`config.mk`:
```
export PLATFORM = sky130hd
export DESIGN_NAME = wb_master_if_flat
export DESIGN_NICKNAME = d
export VERILOG_FILES = /design/src/rtl/wb_master_if_if.sv /design/src/rtl/wb_master_if.sv /design/src/flat_wrapper.sv
export SDC_FILE = /design/constraint.sdc
export NUM_CORES = 1
export LEC_CHECK = 0
export ABC_AREA = 1
export CORE_ASPECT_RATIO = 0.7
export CORE_MARGIN = 3
export CORE_UTILIZATION = 30
export CTS_CLUSTER_SIZE = 25
export DETAILED_ROUTE_END_ITERATION = 8
export PLACE_DENSITY = 0.71
export SLEW_MARGIN = 20
export SYNTH_ARGS = -nofsm -noshare
export SYNTH_HDL_FRONTEND = slang
export SYNTH_SLANG_ARGS = --single-unit
export TNS_END_PERCENT = 10
```
`constraint.sdc`:
```
create_clock -name clk -period 3.1 [get_ports clk]
set_input_delay 0.31 -clock clk [delete_from_list [all_inputs] [get_ports clk]]
set_output_delay 0.31 -clock clk [all_outputs]
set_load 0.02 [all_outputs]
```
`src/rtl/wb_master_if_if.sv`:
```
// Bundle of core-side request/response signals and Wishbone classic bus
// signals for wb_master_if. The master modport is the initiator's view and
// the slave modport is the view of the core/slave side that drives it.
interface wb_master_if_if #(
   parameter int ADDR_W = 32,
   parameter int DATA_W = 32
);
   localparam int SEL_W = DATA_W / 8;

   logic              core_req_i;
   logic              core_we_i;
   logic [ADDR_W-1:0] core_addr_i;
   logic [DATA_W-1:0] core_wdata_i;
   logic [SEL_W-1:0]  core_be_i;
   logic              core_ready_o;
   logic              core_valid_o;
   logic [DATA_W-1:0] core_rdata_o;
   logic              core_err_o;
   logic              core_busy_o;

   logic              wb_cyc_o;
   logic              wb_stb_o;
   logic              wb_we_o;
   logic [ADDR_W-1:0] wb_adr_o;
   logic [DATA_W-1:0] wb_dat_o;
   logic [SEL_W-1:0]  wb_sel_o;
   logic [DATA_W-1:0] wb_dat_i;
   logic              wb_ack_i;
   logic              wb_err_i;

   modport master (
      input  core_req_i, core_we_i, core_addr_i, core_wdata_i, core_be_i,
      input  wb_dat_i, wb_ack_i, wb_err_i,
      output core_ready_o, core_valid_o, core_rdata_o, core_err_o, core_busy_o,
      output wb_cyc_o, wb_stb_o, wb_we_o, wb_adr_o, wb_dat_o, wb_sel_o
   );

   modport slave (
      output core_req_i, core_we_i, core_addr_i, core_wdata_i, core_be_i,
      output wb_dat_i, wb_ack_i, wb_err_i,
      input  core_ready_o, core_valid_o, core_rdata_o, core_err_o, core_busy_o,
      input  wb_cyc_o, wb_stb_o, wb_we_o, wb_adr_o, wb_dat_o, wb_sel_o
   );
endinterface

```
`src/rtl/wb_master_if.sv`:
```
// Wishbone classic single-transfer initiator. Accepts one core request in
// IDLE, runs one bus cycle until ack, err or timeout, then presents a
// one-cycle response strobe. One transaction outstanding at a time.
module wb_master_if #(
   parameter int ADDR_W  = 32,
   parameter int DATA_W  = 32,
   parameter int TIMEOUT = 255
) (
   input logic            clk,
   input logic            rst,
   wb_master_if_if.master bus
);
   localparam int SEL_W = DATA_W / 8;
   // A zero timeout still needs a legal one-bit counter; it is never compared.
   localparam int CNT_W = (TIMEOUT > 0) ? $clog2(TIMEOUT + 1) : 1;

   localparam logic [1:0] S_IDLE   = 2'd0;
   localparam logic [1:0] S_ACTIVE = 2'd1;
   localparam logic [1:0] S_RESP   = 2'd2;

   logic [1:0]        state_q, state_d;
   logic              cyc_q, cyc_d;
   logic              we_q, we_d;
   logic [ADDR_W-1:0] adr_q, adr_d;
   logic [DATA_W-1:0] dat_q, dat_d;
   logic [SEL_W-1:0]  sel_q, sel_d;
   logic              valid_q, valid_d;
   logic              err_q, err_d;
   logic [DATA_W-1:0] rdata_q, rdata_d;
   logic [CNT_W-1:0]  cnt_q, cnt_d;
   logic              timeout_hit;

   // Timeout fires on the last permitted cycle of cyc/stb
   always_comb begin
      timeout_hit = (TIMEOUT != 0) && (cnt_q == CNT_W'(TIMEOUT - 1));
   end

   // Next-state and next-output decode for the IDLE/ACTIVE/RESP sequence
   always_comb begin
      state_d = state_q;
      cyc_d   = cyc_q;
      we_d    = we_q;
      adr_d   = adr_q;
      dat_d   = dat_q;
      sel_d   = sel_q;
      valid_d = valid_q;
      err_d   = err_q;
      rdata_d = rdata_q;
      cnt_d   = cnt_q;
      case (state_q)
         S_IDLE: begin
            valid_d = 1'b0;
            err_d   = 1'b0;
            if (bus.core_req_i) begin
               we_d    = bus.core_we_i;
               adr_d   = bus.core_addr_i;
               dat_d   = bus.core_wdata_i;
               sel_d   = bus.core_be_i;
               cyc_d   = 1'b1;
               cnt_d   = '0;
               state_d = S_ACTIVE;
            end
         end
         S_ACTIVE: begin
            if (cnt_q != '1) begin
               cnt_d = cnt_q + 1'b1;
            end
            if (bus.wb_err_i) begin
               // Error wins over a simultaneous ack; read data is not captured.
               cyc_d   = 1'b0;
               valid_d = 1'b1;
               err_d   = 1'b1;
               state_d = S_RESP;
            end else if (bus.wb_ack_i) begin
               cyc_d   = 1'b0;
               valid_d = 1'b1;
               err_d   = 1'b0;
               if (!we_q) begin
                  rdata_d = bus.wb_dat_i;
               end
               state_d = S_RESP;
            end else if (timeout_hit) begin
               cyc_d   = 1'b0;
               valid_d = 1'b1;
               err_d   = 1'b1;
               state_d = S_RESP;
            end
         end
         S_RESP: begin
            valid_d = 1'b0;
            err_d   = 1'b0;
            state_d = S_IDLE;
         end
         default: begin
            cyc_d   = 1'b0;
            valid_d = 1'b0;
            err_d   = 1'b0;
            state_d = S_IDLE;
         end
      endcase
   end

   // State and registered outputs; reset aborts any cycle with no response
   always_ff @(posedge clk or posedge rst) begin
      if (rst) begin
         state_q <= S_IDLE;
         cyc_q   <= 1'b0;
         we_q    <= 1'b0;
         adr_q   <= '0;
         dat_q   <= '0;
         sel_q   <= '0;
         valid_q <= 1'b0;
         err_q   <= 1'b0;
         rdata_q <= '0;
         cnt_q   <= '0;
      end else begin
         state_q <= state_d;
         cyc_q   <= cyc_d;
         we_q    <= we_d;
         adr_q   <= adr_d;
         dat_q   <= dat_d;
         sel_q   <= sel_d;
         valid_q <= valid_d;
         err_q   <= err_d;
         rdata_q <= rdata_d;
         cnt_q   <= cnt_d;
      end
   end

   assign bus.core_ready_o = (state_q == S_IDLE);
   assign bus.core_busy_o  = (state_q != S_IDLE);
   assign bus.core_valid_o = valid_q;
   assign bus.core_err_o   = err_q;
   assign bus.core_rdata_o = rdata_q;
   assign bus.wb_cyc_o     = cyc_q;
   assign bus.wb_stb_o     = cyc_q;
   assign bus.wb_we_o      = we_q;
   assign bus.wb_adr_o     = adr_q;
   assign bus.wb_dat_o     = dat_q;
   assign bus.wb_sel_o     = sel_q;
endmodule

```
`src/flat_wrapper.sv`:
```
// flat-port wrapper written by rule: the top's interface ports become plain ports
module wb_master_if_flat 
#(
   parameter int ADDR_W  = 32,
   parameter int DATA_W  = 32,
   parameter int TIMEOUT = 255
)
  (clk, rst, bus_core_req_i, bus_core_we_i, bus_core_addr_i, bus_core_wdata_i, bus_core_be_i, bus_wb_dat_i, bus_wb_ack_i, bus_wb_err_i, bus_core_ready_o, bus_core_valid_o, bus_core_rdata_o, bus_core_err_o, bus_core_busy_o, bus_wb_cyc_o, bus_wb_stb_o, bus_wb_we_o, bus_wb_adr_o, bus_wb_dat_o, bus_wb_sel_o);
  wb_master_if_if #(.ADDR_W(ADDR_W), .DATA_W(DATA_W)) bus_i ();
  input logic clk;
  input logic rst;
  input wire logic [$bits(bus_i.core_req_i)-1:0] bus_core_req_i;
  input wire logic [$bits(bus_i.core_we_i)-1:0] bus_core_we_i;
  input wire logic [$bits(bus_i.core_addr_i)-1:0] bus_core_addr_i;
  input wire logic [$bits(bus_i.core_wdata_i)-1:0] bus_core_wdata_i;
  input wire logic [$bits(bus_i.core_be_i)-1:0] bus_core_be_i;
  input wire logic [$bits(bus_i.wb_dat_i)-1:0] bus_wb_dat_i;
  input wire logic [$bits(bus_i.wb_ack_i)-1:0] bus_wb_ack_i;
  input wire logic [$bits(bus_i.wb_err_i)-1:0] bus_wb_err_i;
  output wire logic [$bits(bus_i.core_ready_o)-1:0] bus_core_ready_o;
  output wire logic [$bits(bus_i.core_valid_o)-1:0] bus_core_valid_o;
  output wire logic [$bits(bus_i.core_rdata_o)-1:0] bus_core_rdata_o;
  output wire logic [$bits(bus_i.core_err_o)-1:0] bus_core_err_o;
  output wire logic [$bits(bus_i.core_busy_o)-1:0] bus_core_busy_o;
  output wire logic [$bits(bus_i.wb_cyc_o)-1:0] bus_wb_cyc_o;
  output wire logic [$bits(bus_i.wb_stb_o)-1:0] bus_wb_stb_o;
  output wire logic [$bits(bus_i.wb_we_o)-1:0] bus_wb_we_o;
  output wire logic [$bits(bus_i.wb_adr_o)-1:0] bus_wb_adr_o;
  output wire logic [$bits(bus_i.wb_dat_o)-1:0] bus_wb_dat_o;
  output wire logic [$bits(bus_i.wb_sel_o)-1:0] bus_wb_sel_o;
  assign bus_i.core_req_i = bus_core_req_i;
  assign bus_i.core_we_i = bus_core_we_i;
  assign bus_i.core_addr_i = bus_core_addr_i;
  assign bus_i.core_wdata_i = bus_core_wdata_i;
  assign bus_i.core_be_i = bus_core_be_i;
  assign bus_i.wb_dat_i = bus_wb_dat_i;
  assign bus_i.wb_ack_i = bus_wb_ack_i;
  assign bus_i.wb_err_i = bus_wb_err_i;
  assign bus_core_ready_o = bus_i.core_ready_o;
  assign bus_core_valid_o = bus_i.core_valid_o;
  assign bus_core_rdata_o = bus_i.core_rdata_o;
  assign bus_core_err_o = bus_i.core_err_o;
  assign bus_core_busy_o = bus_i.core_busy_o;
  assign bus_wb_cyc_o = bus_i.wb_cyc_o;
  assign bus_wb_stb_o = bus_i.wb_stb_o;
  assign bus_wb_we_o = bus_i.wb_we_o;
  assign bus_wb_adr_o = bus_i.wb_adr_o;
  assign bus_wb_dat_o = bus_i.wb_dat_o;
  assign bus_wb_sel_o = bus_i.wb_sel_o;
  wb_master_if #(.ADDR_W(ADDR_W), .DATA_W(DATA_W), .TIMEOUT(TIMEOUT)) u_core (.clk(clk), .rst(rst), .bus(bus_i));
endmodule
```
# After elaboration in Yosys (flattened, before gate mapping)
# Index checks and enable logic that the tools add are counted.
[word_totals]
reg_bits = 114
inputBits = 106
out_inout_bits = 107
elab_cells = 49
[op_classes]
add_sub_neg = 1
eq_ne = 7
mux = 20
bitwise = 3
n_reduce_logical = 8
[ops]
columns = ["op", "count"]
rows = [
  ["$mux W8", 2],
  ["$pmux W8 S2", 1],
  ["$mux W1", 11],
  ["$add A8 B1 Y8 const B", 1],
  ["$eq A8 B8 Y1 const B", 1],
  ["$mux W2", 4],
  ["$ne A8 B8 Y1 const B", 1],
  ["$reduce_and A3 Y1", 2],
  ["$ne A4 B3 Y1 const B", 1],
  ["$pmux W2 S2", 1],
  ["$reduce_and A2 Y1", 2],
  ["$reduce_and A4 Y1", 1],
  ["$reduce_bool A2 Y1", 2],
  ["$not A1 Y1", 3],
  ["$pmux W1 S3", 1],
  ["$eq A2 B1 Y1 const B", 1],
  ["$eq A2 B2 Y1 const B", 1],
  ["$logic_not A2 Y1", 1],
  ["$ne A2 B1 Y1 const B", 1],
  ["$ne A2 B2 Y1 const B", 1],
]

# Depth between registers and ports, before layout
[logic_depth]
ltp_word = 5
ltp_mapped = 8
mapped_depth_nobuf = 8

# Worst setup path before layout
# No wires, ideal clock.
[synth_path]
path_kind = "register to register"
start = "register u_core.state_q[0]"
end = "register u_core.adr_q[10] (netlist: u_core.bus.wb_adr_o[10])"
setup_ns = 0.125
arrival_ns = 1.225
required_time_ns = 2.975
setup_slack_ns = 1.750
stages_incl_launch_ff = 5
n_path_buf = 1
period_less_slack_ns = 1.350
cell_sequence = "dfrtp_1 nor2_4 nand2_4 buf_6 mux2_4"
[synth_between]
elab_chain_len = 2
[synth_rtl]
columns = ["element", "line_no", "rtl"]
rows = [
  ["from (decl)", "wb_master_if.sv:21", "logic [1:0] state_q, state_d;"],
  ["from (signal assigned)", "wb_master_if.sv:117", "state_q <= state_d;"],
  ["$logic_not A2 Y1", "--", ""],
  ["net bus_core_ready_o", "flat_wrapper.sv:20", "output wire logic [$bits(bus_i.core_ready_o)-1:0] bus_core_ready_o;"],
  ["$reduce_and A2 Y1 (no source line)", "--", ""],
  ["to (signal assigned)", "wb_master_if.sv:120", "adr_q <= adr_d;"],
  ["to (decl)", "wb_master_if.sv:24", "logic [ADDR_W-1:0] adr_q, adr_d;"],
]
# The timed path passes the listed nets, and every way through them passes these cells.
# A chain may end at the register's enable or synchronous reset.

# Worst setup path after layout
[layout_path]
start = "register u_core.state_q[0]"
end = "output port bus_core_ready_o"
[layout_between]
elab_chain_len = 1
[layout_rtl]
columns = ["element", "line_no", "rtl"]
rows = [
  ["$logic_not A2 Y1", "wb_master_if.sv:130", "assign bus.core_ready_o = (state_q == S_IDLE);"],
  ["to (decl)", "flat_wrapper.sv:20", ""],
]
# No other way between the ends.

==> out/metrics.cfg <==
[status]
status = finished clean

[drt]
dr_total_vias = 3624
drt_iter0_markers = 161
wirelength_mm = 12.6
post_drt_wl_per_cell_um = 15.4
dr.pass1.iters = 4
via_per_inst = 4.44
post-route-drc-count = 0
ant_nets = 0

[finish]
syn2layout_area_growth_pct = 59.9
layout.nets = 712
nFillCells = 1339
final_util_pct = 49.5
final_layout_size_suffix_gt1_share_pct = 18.3
fin_cells = 817
diodes = 0

[floorplanning]
core_sq_um = 15600
fp.dieW_um = 158
rows = 38
io_pins = 213
die_area_sq_um = 17700
initial_utilization_pct = 31.0
die_h_um = 112

[clock_network]
cts_tree = done
insertion_delay_ns = 0.40
cts-root-buf = clkbuf_16
cts_buffer_depth = 2
h-tree-depth = 4
cts_made_buffers = 17
cts.sinks = 114
cts_hold_buf = 0
clkTransAtPathRegs_ns = 0.06
cts_resized = 0
cts_setup_buffers = 0

[logic_synthesis]
yosys-top-cells-count = dfrtp_1 (114), nand2_1 (101), mux2_4 (67)
synth_area_leader_cell = dfrtp_1
seq_area_frac_synth_pct = 58.9
syn-cell-area_sq_um = 4840
synth_cells = 386
synthesis.nets = 494
synth.distinct_cells = 22
synth_area_leaders = dfrtp_1 (59%), mux2_4 (21%), nand2_1 (7.8%), nand3_1 (4.5%), buf_6 (1.9%)
syn_avg_cell_area_sq_um = 12.5
yosysMostFrequentCell = dfrtp_1
synth-main-ff-cell = dfrtp_1
synth-edff-count = 0
yosys_warnings = 0
synth_top_area_share_pct = 58.9
ys_seq_elements = 114
async_flop_share_pct = 100

[timing]
max_freq_mhz = 509
rsz0062_at_grt = false
fin_skew_ns = 0.00934
post-route-min-period_ns = 1.97
final.setup.tns_ns = 0
finalHoldViolations = 0
finalSetupViolations = 0
setup_slack_ns = 1.13
worstMarginPinSlew_ns = 0.670
finalCritPeriodShare_pct = 63.4
report.final.slew_viol_count = 0
slew-limit-headroom_pct = 55.3

[power]
seqPwrFrac_pct = 30.3
switching_power_mw = 3.10
intPower_mw = 5.71
p_sw_share_pct = 35.2
p_leak_nw = 3.59
p_total_mw = 8.81
vdd_drop_max_mv = 0.553
power_density_nw_per_um2 = 1140
combPwrFrac_pct = 47.0
clkPwrFrac_pct = 22.8

[setup_path]
end_kind = output port
cp_slowest_cell = clkdlybuf4s50_1
cp.arrival_ns = 1.66
crit_family = buffers and inverters
path_max_fanout = 4
critPathBufInv = 1
slowest_delay_ns = 0.64
required_ns = 2.79
cp_cell_sequence = nor2_4, clkdlybuf4s50_1
criticalPathCategory = reg2out
cp-start-kind = flop

[placement]
numPlacedInstances = 785
dp_hpwl_mm = 9.11
gp_congestion = 0.773
post-place-ws_ns = 0.875
port_buffers = 212

[global_routing]
grt_pass1_wl_mm = 19.9
overflow = 0
track_usage_pct = 14.2
first_global_vias = 3870
grt_max_degree = 54
antenna_found_initial = 0

[hold_path]
hp-class = in2async

[flow_run]
cap_violations = 0

-- cell families after synthesis --
kind of cell / Yosys count / share of synthesized area [%]
DFF: 114 / 58.9
adders and majority gates: 2 / 0.517
buffers and inverters: 34 / 4.34
muxes: 69 / 21.2
AOI/OAI and AO/OA: 8 / 0.827
and+or+nand+nor: 159 / 14.2
-- cells in the final DEF, fill, tap and decap left out --
| cell type | netlist | routed |
|---|---|---|
| clkdlybuf4s50_1 | 0 | 212 |
| dfrtp_1 | 114 | 114 |
| nand2_1 | 101 | 100 |
| mux2_4 | 67 | 67 |
| nand3_1 | 44 | 44 |
| clkbuf_16 | 0 | 17 |
| inv_1 | 14 | 13 |
| o21ai_0 | 8 | 8 |
| nor2_1 | 6 | 6 |
| clkinvlp_4 | 0 | 4 |
| inv_6 | 0 | 4 |
| buf_4 | 5 | 4 |
| clkinv_4 | 0 | 3 |
| bufinv_16 | 0 | 3 |
| mux2_2 | 2 | 2 |
| ha_1 | 2 | 2 |
| buf_12 | 0 | 2 |
| nor2_2 | 1 | 1 |
| inv_2 | 1 | 1 |
| nand2_2 | 0 | 1 |
| nor2_4 | 1 | 1 |
| nand2_4 | 1 | 1 |
| nand3_2 | 1 | 1 |
| nor3b_1 | 1 | 1 |
| nand4_1 | 1 | 1 |
| nand3b_1 | 1 | 1 |
| nor3_1 | 1 | 1 |
| clkinv_2 | 0 | 1 |
| clkbuf_1 | 3 | 1 |
-- area by class of cell --
type                            count  area, sq um  area share (%)
Multi-Input combinational cell    238         1780            23.0
Timing Repair Buffer              218         2190            28.3
Tap cell                          200          250            3.23
Sequential cell                   114         2850            36.8
Clock buffer                       18          429            5.54
Inverter                           15         60.1           0.775
Clock inverter                     14          179            2.31
-- path summary, 6_finish.rpt --
| check | from | to | slack [ns] | cells after the start |
|---|---|---|---|---|
| max in group asynchronous | rst | u_core.bus.core_rdata_o[6]$_DFFE_PP0P_ | 2.05 | 3 |
| hold / removal | rst | u_core.bus.wb_adr_o[27]$_DFFE_PP0P_ | 0.32 | 2 |
| setup / recovery | u_core.state_q[0]$_DFFE_PP0P_ | bus_core_ready_o | 1.13 | 2 |
| hold reg to reg | u_core.bus.core_rdata_o[22]$_DFFE_PP0P_ | u_core.bus.core_rdata_o[22]$_DFFE_PP0P_ | 0.47 | 2 |
| setup reg to reg | u_core.state_q[0]$_DFFE_PP0P_ | u_core.cnt_q[4]$_DFFE_PP0P_ | 1.22 | 5 |
| min in group clk | u_core.bus.core_rdata_o[22]$_DFFE_PP0P_ | u_core.bus.core_rdata_o[22]$_DFFE_PP0P_ | 0.47 | 2 |
-- power by group through the flow --
stage | clock network (mW) | logic (mW) | registers, mW
after floorplan | 0 | 1.51 | 3.47
after global routing | 2.13 | 4.38 | 2.77
after detailed placement | 0 | 4.18 | 2.66
final | 2.01 | 4.14 | 2.67
after CTS | 2.06 | 4.18 | 2.67
after global placement | 0 | 4.11 | 2.66
-- sequential cells by signal, indices dropped and copies added, names as in the netlist --
signal / count
u_core.bus.core_rdata_o: 32
u_core.bus.wb_adr_o: 32
u_core.bus.wb_dat_o: 32
u_core.cnt_q: 8
u_core.bus.wb_sel_o: 4
u_core.state_q: 2
u_core.bus.core_err_o: 1
u_core.bus.core_valid_o: 1
u_core.bus.wb_cyc_o: 1
u_core.bus.wb_we_o: 1
-- metrics by stage --
stage	area, sq um	hold WS, ns
2_1_floorplan	4850	0.455
3_3_place_gp	7140	0.456
3_5_place_dp	7140	0.462
4_1_cts	7740	0.317
5_1_grt	7750	0.331
6_report	7750	0.318
-- routing by layer --
| metal | share of wire [%] | up-vias | global-route usage (%) |
|---|---|---|---|
| met5 | 0 | - | 0 |
| met1 | 45 | 1742 | 18.3 |
| met2 | 46 | 158 | 22.7 |
| li1 | - | 1717 | - |
| met3 | 8.7 | 7 | 5.70 |
| met4 | 0.60 | 0 | 3.29 |
(Power assumes the default switching activity.)
==> edit 1: new RTL, config.mk and constraints unchanged <==
`ADDR_W` is set to 32 in 3 places; all go to 36.
--- a/src/rtl/wb_master_if_if.sv
+++ b/src/rtl/wb_master_if_if.sv
@@ -2,7 +2,7 @@
 // signals for wb_master_if. The master modport is the initiator's view and
 // the slave modport is the view of the core/slave side that drives it.
 interface wb_master_if_if #(
-   parameter int ADDR_W = 32,
+   parameter int ADDR_W = 36,
    parameter int DATA_W = 32
 );
    localparam int SEL_W = DATA_W / 8;
--- a/src/rtl/wb_master_if.sv
+++ b/src/rtl/wb_master_if.sv
@@ -2,7 +2,7 @@
 // IDLE, runs one bus cycle until ack, err or timeout, then presents a
 // one-cycle response strobe. One transaction outstanding at a time.
 module wb_master_if #(
-   parameter int ADDR_W  = 32,
+   parameter int ADDR_W  = 36,
    parameter int DATA_W  = 32,
    parameter int TIMEOUT = 255
 ) (
--- a/src/flat_wrapper.sv
+++ b/src/flat_wrapper.sv
@@ -1,7 +1,7 @@
 // flat-port wrapper written by rule: the top's interface ports become plain ports
 module wb_master_if_flat 
 #(
-   parameter int ADDR_W  = 32,
+   parameter int ADDR_W  = 36,
    parameter int DATA_W  = 32,
    parameter int TIMEOUT = 255
 )
Interface: changed (resized bus_core_addr_i and bus_wb_adr_o); port bits go from 213 to 221. No check against the original RTL was run, so the function may have changed too.
==> edit 1 against the original RTL <==
Final area up 0.40%; total power down 0.76%; routed wire length up 2.2%; global-route usage up 0.65 points; worst setup slack about the same; sequential cell count up 4; synthesized area down 1.2%; die area down 1.1%.
==> edit 1: results (changes against the original RTL) <==
| Metric | Value |
|---|---|
| Status | finished, final reports clean (unchanged) |
| WL met3 | 1.31 mm (was 1.10 mm) |
| Vias in the first global route | 4002 (was 3870) |
| Share of layout cells above drive strength 1 | 18.1% (was 18.3%) |
| Placer congestion estimate | 0.841 (was 0.773) |
| Gate power share | 46.4% (was 47.0%) |
| Sequential power | 2.71 mW (was 2.67 mW) |
| Largest net degree at the start of global routing | 119 (was 54) |
| First-pass GRT wire length | 21.0 mm (was 19.9 mm) |
| Post-DP HPWL | 9.17 mm (was 9.11 mm) |
| Pleak | 3.49 nW (was 3.59 nW) |
| Met3 Resource Use GR | 6.68% (was 5.70%) |
| Post-synthesis compound-gate area fraction | 0.627% (was 0.827%) |
| Worst-case vdd ir drop | 0.486 mV (was 0.553 mV) |
| Post-synthesis xor/xnor area fraction | 0.183% (was 0%) |
| Metal2 WL | 5.80 mm (was 5.78 mm) |
| Max-slew headroom | 34.0% (was 55.3%) |
| Synth cell count leaders | 118 x dfrtp_1, 100 x nand2_1, 47 x mux2_2, 45 x nand3_1, 26 x mux2_4 (was 114 x dfrtp_1, 101 x nand2_1, 67 x mux2_4, 44 x nand3_1, 14 x inv_1) |
| Power Internal | 5.63 mW (was 5.71 mW) |
| Post-synth net total | 506 (was 494) |
| Synth Area in Adders | 0.523% (was 0.517%) |
| Met1 Track Usage GR | 19.1% (was 18.3%) |
| Wirelength per Cell | 15.6 µm (was 15.4 µm) |
| Netlist cell types | 19 (was 22) |
| GR Util All Layers | 14.9% (was 14.2%) |
| # port buffers | 220 (was 212) |
| Fin Clk Skew | 0.00816 ns (was 0.00934 ns) |
| Tot Pwr | 8.74 mW (was 8.81 mW) |
[edit 1: cell types whose count changed after synthesis, moves of 4 or more]
cell,unedited run,this run
dfrtp_1,114,118
buf_6,8,4
mux2_2,2,47
mux2_4,67,26
nor2_1,6,10
buf_2,3,9
[edit 1: stage by stage]
step | cell area, µm² | worst slack (ns) | cells | utilization [%]
2_1_floorplan | 4790 | 1.35 | 394 | -
6_report | 7780 | 1.14 | 826 | 51.4
4_1_cts | 7780 | 1.10 | 826 | 51.4
3_3_place_gp | 7180 | 1.09 | 794 | 47.4
3_5_place_dp | 7180 | 1.04 | 794 | 47.4
5_1_grt | 7780 | 0.976 | 826 | 51.4
[edit 1: logic make-up after synthesis]
logic type | Yosys count
simple gates | 160
mux | 73
flops | 118
xor+xnor | 1
fa+ha+maj | 2
compound gates | 6
buf+inv | 34
[edit 1: cell type report]
class | instances | area [µm²]
fillers | 1318 | 7360
flip-flops and latches | 118 | 2950
repair buffers | 224 | 2260
multi-input cells | 242 | 1660
clock buffers | 19 | 453
well taps | 195 | 244
clock inverters | 13 | 146
inverters | 15 | 60.1
[edit 1: final timing paths]
check | start | endpoint | slack (ns) | cells after the start
max in group asynchronous | rst | u_core.bus.wb_adr_o[1] | 2.17 | 3
setup reg to reg | u_core.state_q[1] | u_core.bus.core_rdata_o[30] | 1.22 | 6
min in group clk | u_core.bus.core_rdata_o[3] | u_core.bus.core_rdata_o[3] | 0.47 | 2
setup / recovery | u_core.state_q[0] | bus_core_ready_o | 1.14 | 2
hold reg to reg | u_core.bus.core_rdata_o[3] | u_core.bus.core_rdata_o[3] | 0.47 | 2
hold / removal | rst | u_core.bus.core_rdata_o[1] | 0.46 | 3
[edit 1: tightest hold or removal path: stages]
cell             delay (ns)
clkdlybuf4s50_1        0.44
clkinvlp_4             0.10
buf_12                 0.48
==> edit 2: new RTL, same flow settings <==
Made on the original files. Take the reset off `adr_q`, `dat_q` and `rdata_q` and load them in a clocked block of their own.
--- a/src/rtl/wb_master_if.sv
+++ b/src/rtl/wb_master_if.sv
@@ -106,25 +106,25 @@
          state_q <= S_IDLE;
          cyc_q   <= 1'b0;
          we_q    <= 1'b0;
-         adr_q   <= '0;
-         dat_q   <= '0;
          sel_q   <= '0;
          valid_q <= 1'b0;
          err_q   <= 1'b0;
-         rdata_q <= '0;
          cnt_q   <= '0;
       end else begin
          state_q <= state_d;
          cyc_q   <= cyc_d;
          we_q    <= we_d;
-         adr_q   <= adr_d;
-         dat_q   <= dat_d;
          sel_q   <= sel_d;
          valid_q <= valid_d;
          err_q   <= err_d;
-         rdata_q <= rdata_d;
          cnt_q   <= cnt_d;
       end
+   end
+
+   always_ff @(posedge clk) begin
+      adr_q   <= adr_d;
+      dat_q   <= dat_d;
+      rdata_q <= rdata_d;
    end
 
    assign bus.core_ready_o = (state_q == S_IDLE);
Behaviour: not the same (a bounded check fails within 4 cycles, from zero or initial values and one cycle with rst high).
==> edit 2 against the original RTL <==
Die area shrank 19%; non-clock buffer count fell by 4; sequential cell count stayed put; synthesized cell count is 43% lower; synthesized area fell by 20%; maximum frequency decreased by 1.2%; utilization grew 4.6 points; worst setup slack worse by 0.023 ns; final area decreased by 12%; routed wire length shrank 20%.
Power is not compared: it rests on default switching activity, and its combinational part moved more than twofold at a synthesized area within 25%.
==> edit 2: results (changes against the original RTL) <==
| Metric | Value |
|---|---|
| EDFF count, synth | 96 (was 0) |
| # port buffers | 212 (unchanged) |
| Post-route non-filler standard cell count | 627 (was 817) |
| DP Cell Count | 595 (was 785) |
| Post-DP HPWL | 7.55 mm (was 9.11 mm) |
| Postcts setup bufs | 0 (unchanged) |
| CP Launch Point | u_core.state_q[1] (was u_core.state_q[0]) |
| Worst R2R Path Depth | 4 (was 5) |
| Synth area leaders | edfxtp_1 74%, dfrtp_1 12%, nand2_1 4.3% (was dfrtp_1 59%, mux2_4 21%, nand2_1 7.8%) |
| CTS Buf Count | 17 (unchanged) |
| Worst Path Max Fanout | 4 (unchanged) |
| Initial antenna violation count | 0 (unchanged) |
| # fillers | 1014 (was 1339) |
| DRT Pass-1 Iters | 5 (was 4) |
| Clock-pin slew on the worst setup and hold paths | 0.06 ns (about the same) |
| Clk_lat worst skew | 0.40 ns (about the same) |
| Status | finished, final reports clean (unchanged) |
| Post-synth net total | 328 (was 494) |
| NumNets Final | 560 (was 712) |
| Largest net degree at the start of global routing | 45 (was 54) |
| Overall routed net length | 10.1 mm (was 12.6 mm) |
| Grt ovf | 0 (unchanged) |
| End of the critical path | bus_core_ready_o (unchanged) |
| Post-synthesis sequential area ratio | 85.9% (was 58.9%) |
| R2r setup slk | 1.23 ns |
| Post-synth top flop | edfxtp_1 (was dfrtp_1) |
| CTS root buffer | clkbuf_16 (unchanged) |
| Clk buf depth | 2 (unchanged) |
| Ys async rst share | 15.8% (was 100%) |
| Pleak | 2.52 nW |
| Slew @ Worst Pin | 0.710 ns (was 0.670 ns) |
| Cells after Synth | 220 (was 386) |
| First-pass GRT wire length | 14.5 mm (was 19.9 mm) |
| Ant diodes | 0 (unchanged) |
| Worst-case vdd ir drop | 0.384 mV |
| Fin Clk Skew | 0.00616 ns (was 0.00934 ns) |
| DR iter-0 viols | 130 (was 161) |
| Share of layout cells above drive strength 1 | 12.5% (was 18.3%) |
| Via count | 2637 (was 3624) |
| Yosys warns | 0 (unchanged) |
| H-tree lvl count | 4 (unchanged) |
| GR Util All Layers | 13.7% (was 14.2%) |
| WP data arrival | 1.68 ns (was 1.66 ns) |
| Synth cell count leaders | 96 x edfxtp_1, 44 x nand2_1, 18 x dfrtp_1, 13 x inv_1, 9 x nand3_1 (was 114 x dfrtp_1, 101 x nand2_1, 67 x mux2_4, 44 x nand3_1, 14 x inv_1) |
| Post-CTS sizing | 0 (unchanged) |
| Netlist cell types | 22 (unchanged) |
| Placer congestion estimate | 0.800 (was 0.773) |
| Reg-to-reg endpoint | u_core.bus.wb_adr_o[25] (was u_core.cnt_q[4]) |
| Hold Path Class | input pin to asynchronous set/reset pin (unchanged) |
==> edit 2: metrics by stage <==
step           util, %  area [µm²]  setup WS (ns)
3_5_place_dp      49.7        6240           1.01
2_1_floorplan        -        3890          0.790
5_1_grt           54.2        6800           1.03
6_report          54.2        6800           1.11
3_3_place_gp      49.7        6240           1.01
4_1_cts           54.2        6800           1.09
==> edit 2: final cells by class <==
| type | instances | area [µm²] | share of cell area [%] |
|---|---|---|---|
| sequential | 114 | 3330 | 49.0 |
| timing repair buffer | 214 | 2150 | 31.6 |
| multi-input combinational | 88 | 487 | 7.16 |
| clock buffer | 17 | 425 | 6.26 |
| tap | 162 | 203 | 2.98 |
| clock inverter | 15 | 133 | 1.95 |
| inverter | 17 | 66.3 | 0.976 |
==> edit 2: worst min-delay path by stage <==
stage                                      start  cells past startpoint                endpoint  slack [ns]
after floorplan                              rst                      1   u_core.bus.core_err_o        0.25
after global placement     u_core.bus.core_err_o                      2   u_core.bus.core_err_o        0.50
after detailed placement  u_core.bus.wb_sel_o[3]                      2  u_core.bus.wb_sel_o[3]        0.48
after CTS                                    rst                      2         u_core.cnt_q[1]        0.34
after global routing                         rst                      2         u_core.cnt_q[1]        0.41
final                                        rst                      2         u_core.cnt_q[1]        0.33
==> edit 2: where the power goes <==
group | internal [mW] | leakage (nW) | switching [mW] | total (mW)
Combinational | 0.636 | 1.13 | 0.796 | 1.43
Clock | 1.11 | 0.266 | 0.705 | 1.81
Sequential | 2.02 | 1.13 | 0.116 | 2.13
Total | 3.76 | 2.52 | 1.62 | 5.38
==> edit 2: layer usage <==
metal / global-route usage, % / part of all wire, % / vias up / routed length, µm
met4: 6.78 / 1.2 / 0 / 118
li1: - / - / 1257 / -
met3: 4.44 / 7.7 / 11 / 778
met1: 15.9 / 40 / 1249 / 4010
met5: 0 / 0 / - / 0
met2: 23.2 / 51 / 120 / 5190
==> edit 2: worst max-delay path, stage by stage, from the launching register on <==
cell and delay, ns:
dfrtp_1 0.39, nor2_2 0.23, clkdlybuf4s50_1 0.66
==> edit 2: kinds of logic after synthesis <==
| group | after synthesis | synth area share (%) |
|---|---|---|
| flip-flops | 114 | 85.9 |
| buffers and inverters | 18 | 1.90 |
| AO/OA/AOI/OAI | 7 | 1.19 |
| adder cells (fa/ha/maj) | 2 | 0.644 |
| AND/OR/NAND/NOR | 79 | 10.4 |
